### src/rtl/led_code_scheduler.sv
// Three-requester status LED scheduler: round-robin grants one requester at a time,
// blinks its pulse code (ON/OFF pulses plus a trailing gap) and shows a heartbeat when idle.
module led_code_scheduler #(
  parameter int TICK_DIV  = 50000,
  parameter int ON_TICKS  = 200,
  parameter int OFF_TICKS = 200,
  parameter int GAP_TICKS = 1000,
  parameter int HB_TICKS  = 500
) (
  input  logic        clk,
  input  logic        rst_n,
  input  logic [2:0]  req,
  input  logic [11:0] code_cnt,
  output logic [2:0]  grant,
  output logic [2:0]  done,
  output logic        busy,
  output logic        sled
);

  localparam int PS_W   = $clog2(TICK_DIV);
  localparam int PH_MAX = (ON_TICKS > OFF_TICKS)
                          ? ((ON_TICKS  > GAP_TICKS) ? ON_TICKS  : GAP_TICKS)
                          : ((OFF_TICKS > GAP_TICKS) ? OFF_TICKS : GAP_TICKS);
  localparam int PH_W   = (PH_MAX > 1) ? $clog2(PH_MAX) : 1;
  localparam int HB_W   = (HB_TICKS > 1) ? $clog2(HB_TICKS) : 1;

  typedef enum logic [1:0] {S_IDLE, S_ON, S_OFF, S_GAP} state_t;

  state_t          state;
  logic [PS_W-1:0] presc;
  logic [PH_W-1:0] phase_cnt;
  logic [PH_W-1:0] ph_last;
  logic [HB_W-1:0] hb_cnt;
  logic            hb_lvl;
  logic [3:0]      pulse_cnt;
  logic [3:0]      code_lat;
  logic [1:0]      owner;
  logic [1:0]      last;
  logic            tick;
  logic            phase_end;
  logic            win_vld;
  logic [1:0]      win_idx;
  logic [1:0]      cand;
  logic [3:0]      win_code;

  assign tick = (presc == PS_W'(TICK_DIV - 1));

  always_comb begin
    ph_last = '0;
    case (state)
      S_ON:    ph_last = PH_W'(ON_TICKS - 1);
      S_OFF:   ph_last = PH_W'(OFF_TICKS - 1);
      S_GAP:   ph_last = PH_W'(GAP_TICKS - 1);
      default: ph_last = '0;
    endcase
  end

  assign phase_end = tick && (phase_cnt == ph_last);

  // Round-robin: walk from the farthest candidate to the nearest so the one right after
  // the last owner overwrites everything else.
  always_comb begin
    win_vld = |req;
    win_idx = '0;
    cand    = '0;
    for (int k = 3; k >= 1; k--) begin
      cand = 2'((int'(last) + k) % 3);
      if (req[cand]) win_idx = cand;
    end
  end

  always_comb begin
    case (win_idx)
      2'd0:    win_code = code_cnt[3:0];
      2'd1:    win_code = code_cnt[7:4];
      default: win_code = code_cnt[11:8];
    endcase
  end

  always_ff @(posedge clk or negedge rst_n) begin
    if (!rst_n) begin
      state     <= S_IDLE;
      grant     <= '0;
      done      <= '0;
      busy      <= 1'b0;
      sled      <= 1'b0;
      presc     <= '0;
      phase_cnt <= '0;
      pulse_cnt <= '0;
      hb_cnt    <= '0;
      hb_lvl    <= 1'b0;
      code_lat  <= '0;
      owner     <= '0;
      last      <= 2'd2;
    end else begin
      done  <= '0;
      presc <= tick ? '0 : presc + 1'b1;
      case (state)
        S_IDLE: begin
          if (win_vld) begin
            grant     <= 3'b001 << win_idx;
            owner     <= win_idx;
            busy      <= 1'b1;
            code_lat  <= (win_code == 4'd0) ? 4'd1 : win_code;
            pulse_cnt <= '0;
            phase_cnt <= '0;
            presc     <= '0;
            hb_cnt    <= '0;
            hb_lvl    <= 1'b0;
            sled      <= 1'b1;
            state     <= S_ON;
          end else if (tick) begin
            if (hb_cnt == HB_W'(HB_TICKS - 1)) begin
              hb_cnt <= '0;
              hb_lvl <= ~hb_lvl;
              sled   <= ~hb_lvl;
            end else begin
              hb_cnt <= hb_cnt + 1'b1;
            end
          end
        end
        S_ON: begin
          if (phase_end) begin
            phase_cnt <= '0;
            pulse_cnt <= pulse_cnt + 1'b1;
            sled      <= 1'b0;
            state     <= S_OFF;
          end else if (tick) begin
            phase_cnt <= phase_cnt + 1'b1;
          end
        end
        S_OFF: begin
          if (phase_end) begin
            phase_cnt <= '0;
            if (pulse_cnt == code_lat) begin
              state <= S_GAP;
            end else begin
              sled  <= 1'b1;
              state <= S_ON;
            end
          end else if (tick) begin
            phase_cnt <= phase_cnt + 1'b1;
          end
        end
        S_GAP: begin
          if (phase_end) begin
            phase_cnt <= '0;
            done      <= grant;
            grant     <= '0;
            busy      <= 1'b0;
            last      <= owner;
            sled      <= 1'b0;
            state     <= S_IDLE;
          end else if (tick) begin
            phase_cnt <= phase_cnt + 1'b1;
          end
        end
        default: state <= S_IDLE;
      endcase
    end
  end

endmodule

### config.mk
export PLATFORM = sky130hd
export DESIGN_NAME = led_code_scheduler
export DESIGN_NICKNAME = d
export VERILOG_FILES = /design/src/rtl/led_code_scheduler.sv
export SDC_FILE = /design/constraint.sdc
export NUM_CORES = 1
export LEC_CHECK = 0
export BUFFER_PORTS_ARGS = -buffer_cell sky130_fd_sc_hd__buf_2
export CORE_ASPECT_RATIO = 1.1
export CORE_MARGIN = 1.5
export CORE_UTILIZATION = 50
export DETAILED_ROUTE_END_ITERATION = 8
export GPL_TIMING_DRIVEN = 0
export PLACE_DENSITY_LB_ADDON = 0.25
export SLEW_MARGIN = 5
export SYNTH_ARGS = -nofsm -noshare
export SYNTH_HDL_FRONTEND = slang
export SYNTH_SLANG_ARGS = --single-unit
### constraint.sdc
create_clock -name clk -period 2.1 [get_ports clk]
set_input_delay 0.63 -clock clk [delete_from_list [all_inputs] [get_ports clk]]
set_output_delay 0.63 -clock clk [all_outputs]
set_load 0.1 [all_outputs]
==> results.toml <==
[run_status]
status = "complete, but fails checks"
violations = "setup timing"

[logic_synthesis]
syn-mean-instance-area_sq_um = 9.235
synthDominantCellAreaShare_pct = 45.97
yosysWarnings = 0
synth_area_leader_cell = "dfrtp_1"
synth_edf_count = 0
async_flop_share_pct = 100.0
netlist_instances = 336
netlist_area_sq_um = 3103
ys_seq_area_share_pct = 46.81
yosys-top-cells-area = "dfrtp_1 46%, nor2_1 5.8%, nand2_1 5.1%, xnor2_1 3.7%, xor2_1 3.7%"
synth_seq_cells = 58
syn_nets = 361
yosysUniqueCellTypes = 52
ys.flop_type = "dfrtp_1"

[layout]
drive_gt1_share_pct = 33.74
final_cell_mix = "56 x dfrtp_1, 41 x nor2_1, 38 x nand2_1"
final_nets = 426
final_common_cell = "dfrtp_1"
synthToLayoutAreaGrowth_pct = 33.23
stdcell_count = 483
antenna_cells = 0
fin_area_sq_um = 4134

[die]
fp.dieW_um = 78.11
ios = 25
die_h_um = 85.62
core_sq_um = 5878
num_rows = 29
dieArea_sq_um = 6688
start_util_pct = 52.79

[flow_run]
drv_cap = 0

[worst_setup_path]
startpoint_type = "flop"
crit_path_end_kind = "flop"
crit_path_max_fanout = 5
worstPathRequired_ns = 2.36
cpPeakStageDelay_ns = 0.58
crit_type = "reg -> reg"
worst_ep_arrival_time_ns = 2.60
slowest_stage = "or4bb_4"
crit_chain = "or4bb_4, nor4_4, buf_4, a21o_1, nand3_1, or3_1, a21oi_1"

[timing]
period_share_pct = 111.3
slew_headroom_pct = 51.38
drv_slew = 0
setup_tns_ns = -5.108
hold_violations = 0
finalCriticalPeriod_ns = 2.336
fin_ws_ns = -0.2363
rsz0062_at_grt = "true"
finalSetupViolations = 38
worst_pin_slew_ns = 0.7293
fin_skew_ns = 0.01230
max_freq_mhz = 428.0

[grt]
antenna_found_initial = 0
grt_use_total_pct = 23.13
grt_pass1_vias = 2626
grt_pass1_wl_um = 12110
grt_max_degree = 59
grt_overflow = 0

[power_and_ir_drop]
clkPwrFrac_pct = 37.2
p_per_area_nw_per_um2 = 638.2
combPwrFrac_pct = 14.5
p_int_w = 0.001918
seqPwrFrac_pct = 48.3
p_leak_nw = 1.818
p_sw_w = 0.0007200
p_sw_share_pct = 27.29
ir_worst_vdd_uv = 550.9

[clock_tree]
cts_tree = "done"
clk_pin_slew_ns = 0.07
clkLatencyLatePin_ns = 0.34
cts_root_buf = "clkbuf_8"
postCtsHoldBufs = 0
clkSinkCount = 58
cts_buffer_depth = 2
cts_buffers = 9
cts-htree-levels = 3

[placed_design]
numPlacedInstances = 437
io_buffers = 24
place_area_sq_um = 3383
dp_hpwl_um = 4531
gp_congestion = 0.8311

[drt]
ant_nets = 0
avgViaCountPerCell = 5.710
wl_um = 7878
wl_per_cell_um = 16.31
drc = 0
first_pass_iters = 4
dr.first_iter.drc_count = 222
vias = 2758

[hold_path]
hold_class = "in -> async"
-- power groups by stage --
stage | Combinational [W] | Clock, W | Sequential (W)
floorplan | 0.000218 | 0 | 0.00129
global placement | 0.000288 | 0 | 0.00131
detailed placement | 0.000298 | 0 | 0.00131
CTS | 0.000375 | 0.000997 | 0.00127
global route | 0.000429 | 0.00104 | 0.00129
finish | 0.000382 | 0.000981 | 0.00128
-- worst max-delay path: cells and delay by family, from the launching register on --
kind,cells,cell delay (ns)
compound gates,2,0.25
buf+inv,1,0.20
flops,1,0.44
simple gates,4,1.36
-- cells in the mapped netlist, types with 4 or more instances --
library cell   n
a22o_1         5
nor4_1         4
o31ai_1        4
nor2_1        48
nand4_1       10
xnor2_1       13
nand2_1       42
nor3_1        11
xor2_1        13
and3_1         4
clkbuf_1       4
o21ai_0       19
dfrtp_1       57
inv_1         13
a21oi_1        8
or3_1          5
nand3_1       17
ha_1           8
mux2_2         4
-- layout make-up --
cell class | instances | area, sq um
clock buffer | 13 | 138.9
inverter | 13 | 48.80
timing repair buffer | 56 | 444.2
sequential | 58 | 1454
buffer | 4 | 30.03
clock inverter | 3 | 40.04
multi-input combinational | 259 | 1882
fill | 445 | 1744
tap | 77 | 96.34
-- per-layer routing --
layer,vias up,GRT usage [%],share of wire [%]
li1,1319,-,-
met1,1371,30.33,46
met2,60,37.55,49
met3,8,4.468,3.8
met4,0,10.06,1.3
met5,-,0,0
-- per-stage QoR --
stage / worst slack [ns] / total power [W] / hold slack [ns] / util (%)
floorplan: -0.1370 / 0.001512 / 0.3344 / -
global placement: -0.5441 / 0.001595 / 0.4613 / 57.56
detailed placement: -0.6426 / 0.001608 / 0.4634 / 57.56
CTS: -0.1682 / 0.002641 / 0.4804 / 65.60
global route: -0.3549 / 0.002763 / 0.3902 / 70.33
finish: -0.2363 / 0.002638 / 0.3286 / 70.33
-- path summary, 6_finish.rpt --
path                                             to  slack (ns)                 start  cells after the start
setup / recovery           phase_cnt[6]$_DFFE_PN0P_       -0.24   presc[11]$_DFF_PN0_                      7
hold / removal              code_lat[0]$_DFFE_PN0P_        0.33                 rst_n                      1
setup reg to reg           phase_cnt[6]$_DFFE_PN0P_       -0.24   presc[11]$_DFF_PN0_                      7
hold reg to reg                owner[1]$_DFFE_PN0P_        0.50  owner[1]$_DFFE_PN0P_                      2
max in group asynchronous       presc[11]$_DFF_PN0_        1.22                 rst_n                      1
min in group clk               owner[1]$_DFFE_PN0P_        0.50  owner[1]$_DFFE_PN0P_                      2
-- sequential cells by signal (all words and copies together) (netlist names) --
signal / cells
presc: 16
phase_cnt: 10
hb_cnt: 9
code_lat: 4
pulse_cnt: 4
done: 3
grant: 3
last: 2
owner: 2
state: 2
busy: 1
hb_lvl: 1
sled: 1
-- logic make-up after synthesis --
| family | count (synthesis) | share of synthesized area [%] |
|---|---|---|
| fa+ha+maj | 8 | 3.226 |
| simple gates | 162 | 26.05 |
| buf+inv | 19 | 2.338 |
| mux | 5 | 1.774 |
| compound gates | 58 | 12.46 |
| flops | 58 | 46.81 |
| xor+xnor | 26 | 7.339 |
-- what timing repair did --
item	4_1_cts	5_1_grt
endpoints found under the setup margin	47	50
endpoints found under the hold margin	0	0
gates resized for setup	27	54
pin swaps	15	22
buffers inserted	19	13
cloned	0	1
Power figures use the tool's default switching activity.
